===== config.mk =====
export PLATFORM = sky130hd
export DESIGN_NAME = ahb_lite_master_arbiter
export DESIGN_NICKNAME = d
export VERILOG_FILES = /design/src/rtl/ahb_lite_master_arbiter.sv
export SDC_FILE = /design/constraint.sdc
export NUM_CORES = 1
export LEC_CHECK = 0
export BUFFER_PORTS_ARGS = -buffer_cell sky130_fd_sc_hd__clkbuf_2
export CAP_MARGIN = 20
export CORE_AREA = 3 3 131 133
export CTS_BUF_LIST = sky130_fd_sc_hd__clkbuf_16
export CTS_CLUSTER_SIZE = 12
export DETAILED_ROUTE_END_ITERATION = 10
export DIE_AREA = 0 0 134 136
export SYNTH_ARGS = -nofsm -noshare
export SYNTH_HDL_FRONTEND = slang
export SYNTH_SLANG_ARGS = --single-unit

===== constraint.sdc =====
create_clock -name HCLK -period 1.6 [get_ports HCLK]
set_clock_uncertainty 0.2 [all_clocks]
set_input_delay 0.16 -clock HCLK [delete_from_list [all_inputs] [get_ports HCLK]]
set_output_delay 0.16 -clock HCLK [all_outputs]
set_load 0.005 [all_outputs]

===== src/rtl/ahb_lite_master_arbiter.sv =====
// rtl/ahb_lite_master_arbiter.sv - two-master to one-slave AHB-Lite arbiter
//
// Puts two AHB-Lite masters onto one slave-side AHB-Lite port. Master 0 is the
// CPU and master 1 is a secondary bus master. Ownership of the address phase
// (gnt) and of the data phase (dph_owner) is tracked separately. A master that
// does not own the bus is held in its address phase with HREADY low. The bus
// changes hands only when the current owner is IDLE, unlocked, and the slave is
// ready.
//
// Ports:
//   HCLK, HRST                     clock, synchronous active-high reset
//   Mx_HADDR/HTRANS/HWRITE/HSIZE/
//   Mx_HBURST/HPROT/HMASTLOCK      master x address phase (x = 0, 1)
//   Mx_HWDATA                      master x write data
//   Mx_HRDATA                      read data, slave data broadcast to both
//   Mx_HREADY, Mx_HRESP            per-master ready and response
//   S_HADDR..S_HMASTLOCK           slave-side address phase (from gnt)
//   S_HWDATA                       slave write data (from data-phase owner)
//   S_HRDATA, S_HREADY, S_HRESP    slave read data, ready, response
//   HMASTER                        current address-phase owner
module ahb_lite_master_arbiter #(
    parameter int ADDR_WIDTH     = 32,
    parameter int DATA_WIDTH     = 32,
    parameter bit DEFAULT_MASTER = 1'b0
) (
    input  logic                  HCLK,
    input  logic                  HRST,
    input  logic [ADDR_WIDTH-1:0] M0_HADDR,
    input  logic [1:0]            M0_HTRANS,
    input  logic                  M0_HWRITE,
    input  logic [2:0]            M0_HSIZE,
    input  logic [2:0]            M0_HBURST,
    input  logic [3:0]            M0_HPROT,
    input  logic                  M0_HMASTLOCK,
    input  logic [DATA_WIDTH-1:0] M0_HWDATA,
    output logic [DATA_WIDTH-1:0] M0_HRDATA,
    output logic                  M0_HREADY,
    output logic                  M0_HRESP,
    input  logic [ADDR_WIDTH-1:0] M1_HADDR,
    input  logic [1:0]            M1_HTRANS,
    input  logic                  M1_HWRITE,
    input  logic [2:0]            M1_HSIZE,
    input  logic [2:0]            M1_HBURST,
    input  logic [3:0]            M1_HPROT,
    input  logic                  M1_HMASTLOCK,
    input  logic [DATA_WIDTH-1:0] M1_HWDATA,
    output logic [DATA_WIDTH-1:0] M1_HRDATA,
    output logic                  M1_HREADY,
    output logic                  M1_HRESP,
    output logic [ADDR_WIDTH-1:0] S_HADDR,
    output logic [1:0]            S_HTRANS,
    output logic                  S_HWRITE,
    output logic [2:0]            S_HSIZE,
    output logic [2:0]            S_HBURST,
    output logic [3:0]            S_HPROT,
    output logic                  S_HMASTLOCK,
    output logic [DATA_WIDTH-1:0] S_HWDATA,
    input  logic [DATA_WIDTH-1:0] S_HRDATA,
    input  logic                  S_HREADY,
    input  logic                  S_HRESP,
    output logic                  HMASTER
);

    localparam logic [1:0] HTRANS_IDLE = 2'b00;

    logic gnt_q, gnt_d;
    logic dph_owner_q, dph_owner_d;
    logic dph_valid_q, dph_valid_d;

    // Address-phase view of the current owner and request from the other side.
    logic [1:0] own_htrans;
    logic       own_hmastlock;
    logic       oth_req;
    logic       handover;

    always_comb begin
        own_htrans    = gnt_q ? M1_HTRANS    : M0_HTRANS;
        own_hmastlock = gnt_q ? M1_HMASTLOCK : M0_HMASTLOCK;
        oth_req       = gnt_q ? M0_HTRANS[1] : M1_HTRANS[1];
        // Safe switch point: owner's address phase is IDLE and unlocked, and
        // the slave is accepting it, so no burst or locked sequence is split.
        handover      = S_HREADY && (own_htrans == HTRANS_IDLE) &&
                        !own_hmastlock && oth_req;
    end

    // State register
    always_ff @(posedge HCLK) begin
        if (HRST) begin
            gnt_q       <= DEFAULT_MASTER;
            dph_owner_q <= DEFAULT_MASTER;
            dph_valid_q <= 1'b0;
        end else begin
            gnt_q       <= gnt_d;
            dph_owner_q <= dph_owner_d;
            dph_valid_q <= dph_valid_d;
        end
    end

    // Next state: data-phase registers advance only when the slave accepts
    // the current address phase; otherwise everything holds (wait state).
    always_comb begin
        gnt_d       = gnt_q;
        dph_owner_d = dph_owner_q;
        dph_valid_d = dph_valid_q;
        if (S_HREADY) begin
            dph_owner_d = gnt_q;
            dph_valid_d = own_htrans[1];
            if (handover) begin
                gnt_d = ~gnt_q;
            end
        end
    end

    // Outputs
    logic dph_live;

    always_comb begin
        // During reset the data phase is abandoned, so only gnt keeps a ready.
        dph_live = dph_valid_q && !HRST;

        HMASTER     = gnt_q;
        S_HADDR     = gnt_q ? M1_HADDR  : M0_HADDR;
        S_HWRITE    = gnt_q ? M1_HWRITE : M0_HWRITE;
        S_HSIZE     = gnt_q ? M1_HSIZE  : M0_HSIZE;
        S_HBURST    = gnt_q ? M1_HBURST : M0_HBURST;
        S_HPROT     = gnt_q ? M1_HPROT  : M0_HPROT;
        S_HTRANS    = HRST ? HTRANS_IDLE : own_htrans;
        S_HMASTLOCK = HRST ? 1'b0 : own_hmastlock;

        S_HWDATA    = dph_owner_q ? M1_HWDATA : M0_HWDATA;
        M0_HRDATA   = S_HRDATA;
        M1_HRDATA   = S_HRDATA;

        M0_HREADY   = S_HREADY && (!gnt_q || (dph_live && !dph_owner_q));
        M1_HREADY   = S_HREADY && ( gnt_q || (dph_live &&  dph_owner_q));

        M0_HRESP    = S_HRESP && dph_live && !dph_owner_q;
        M1_HRESP    = S_HRESP && dph_live &&  dph_owner_q;
    end

endmodule

==> run metrics <==
Sw Share 27.8%; via count 1,989; cell chain of the critical path buf_16, mux2_2, clkbuf_2; Finished Layout Cells 575; Peak supply drop 304 uV; Num Clock Sinks 3; vias per cell 3.46; Leak 1.66 nW; CTS tree built; failing checks setup timing; Initial Util 10.3%; max-slew violations 0; area of the die 0.0182 sq mm; min Tclk post-route 1.67 ns; Tot GR Track Use 8.86%; number of synthesized register bits 3; Post-Route WL 9650 um; clk_lat worst skew 0.23 ns; Post-DP HPWL 7410 um; # Max-Cap Violations 0; Warnings, synthesis 0; RSZ-0062 raised after global routing yes; Seq/Total Area, Yosys 3.64%; slowest cell on the critical path dfxtp_4; Die Span Y 136 um; Gate power share 55.1%; first-pass GRT wire length 12,200 um; dpl cells 563; Remaining Overflow, GRT 0; Reg power frac 7.4%; number of global-route vias before repair 2,128; CP Launch Type register; clock-pin slew on the worst setup and hold paths 0.03 ns; Post-CTS Hold Fix Bufs 0; Top delay family on crit path flip-flops; H-tree levels 1; Layout Nets 550; Pwr Density 351 mW/mm^2; Netlist cell types 18; fin crit share 105%; DRC 0; Fin. Hold Viols 0; CP Class reg2out; Mapped Cells 175; Final Cell Area 0.00305 sq mm; Critical Path Max Stage Delay 0.42 ns; Port Buf Inserts 242; dpl cell area 0.00259 sq mm; worst hold path type in2reg; Bufs on Longest Clock Path 2; Crit path required time 1.24 ns; CP Capture Type output pin; DRT antenna net count 0; Pre-antenna DRT Iters 4; initial antenna violation count 4; Multi-input gate area 0.00120 sq mm; count of filler cells inserted in the layout 1,767; total CTS buffers 3; f_max 598 MHz; Clock Power Share 37.5%; Sw Pwr 0.298 mW; # IOs 339; Final Setup Violations 70; Die Wd 134 um; routed len/inst 16.8 um; r2r setup slk 0.30 ns; final core utilization 19.1%; core area 0.0159 sq mm; Rows 46; critical path fanouts, max 22; fin worst setup slack -0.0721 ns; post-synthesis cell area 0.00165 sq mm; Slew headroom 74.7%; Post-Syn Area per Cell 9.42 sq um; P_int 0.774 mW; largest net degree at the start of global routing 23; Area growth syn-to-layout 85.1%; Worst Max-Slew Pin Slew 0.374 ns; status finished, violations left; root buffer cell clkbuf_16; gpl congestion 0.721; syn nets 367; Final Power 1.07 mW; proportion of layout cells with a drive suffix above 1 94.1%; Worst EP arrival 1.31 ns; Worst Path Buf+Inv 2; flip-flop and latch area 67.6 sq um; Initial DRC Count 37
[timing repair]
action | in CTS | in global routing
setup buffers | 1 | 0
pin swaps | 0 | 1
cloned | 3 | 2
setup endpoints to repair | 77 | 78
gates resized for setup | 38 | 31
[cells in the mapped netlist (all sizes together)]
| library cell | n | area [sq um] |
|---|---|---|
| a211oi | 1 | 7.51 |
| a21boi | 1 | 7.51 |
| a21oi | 1 | 5.00 |
| a311oi | 1 | 15.0 |
| a41oi | 1 | 8.76 |
| and3 | 1 | 6.26 |
| buf | 74 | 593 |
| dfxtp | 3 | 60.1 |
| inv | 1 | 3.75 |
| mux2 | 75 | 845 |
| mux2i | 4 | 40.0 |
| nand2 | 1 | 3.75 |
| nand2b | 1 | 6.26 |
| nor2 | 7 | 26.3 |
| nor2b | 2 | 12.5 |
| nor4b | 1 | 8.76 |
[sequential cells by signal, indices dropped and copies added (netlist names)]
name,flops
HMASTER,1
dph_owner_q,1
dph_valid_q,1
[final timing paths]
kind / endpoint / cells after the start / startpoint
hold reg to reg: dph_valid_q / 2 / dph_valid_q
hold / removal: dph_valid_q / 2 / S_HREADY
setup / recovery: S_HADDR[22] / 3 / HMASTER
setup reg to reg: dph_valid_q / 3 / HMASTER
[power by group through the flow]
stage | clock (mW) | combinational (mW) | sequential (mW)
floorplan | 0 | 0.300 | 0.0800
global placement | 0 | 0.508 | 0.0804
detailed placement | 0 | 0.512 | 0.0806
CTS | 0.411 | 0.558 | 0.0788
global route | 0.417 | 0.636 | 0.0797
finish | 0.402 | 0.590 | 0.0790
[layer usage]
layer | wire length [um] | GRT usage (%) | up-vias
met5 | 27 | 0 | -
met4 | 392 | 4.57 | 4
met3 | 1120 | 3.40 | 34
met2 | 5060 | 18.1 | 152
met1 | 3040 | 7.21 | 891
li1 | - | - | 908
[area by class of cell]
cell class | instances | area share, %
inverter | 1 | 0.123
multi-input combinational | 97 | 39.5
sequential | 3 | 2.21
timing repair buffer | 252 | 46.6
clock inverter | 1 | 0.123
antenna | 2 | 0.164
tap | 216 | 8.85
clock buffer | 3 | 2.46
[stage by stage]
stage	hold WS [ns]	setup TNS (ns)	worst slack, ns
2_1_floorplan	0.0279	0	0.298
3_3_place_gp	0.120	0	0.143
3_5_place_dp	0.120	0	0.130
4_1_cts	0.0688	-3.13	-0.0796
5_1_grt	0.0972	-5.83	-0.116
6_report	0.0617	-2.69	-0.0721
[logic make-up after synthesis]
logic type             count (synthesis)  share of synthesized area (%)
AO/OA/AOI/OAI                          5                           2.66
buffers and inverters                 75                           36.2
flip-flops                             3                           3.64
multiplexers                          79                           53.6
AND/OR/NAND/NOR                       13                           3.87
[layout by cell type, fill, tap and decap left out, types with 2 or more instances in the layout]
cell,instances
clkbuf_2,239
buf_16,3
clkbuf_16,5
dfxtp_4,2
mux2_4,53
nor2_1,7
buf_12,2
buf_6,3
buf_4,2
mux2_2,22
mux2i_1,3
inv_1,2
diode_2,2
Note: power is estimated with default switching activity, not from simulation.
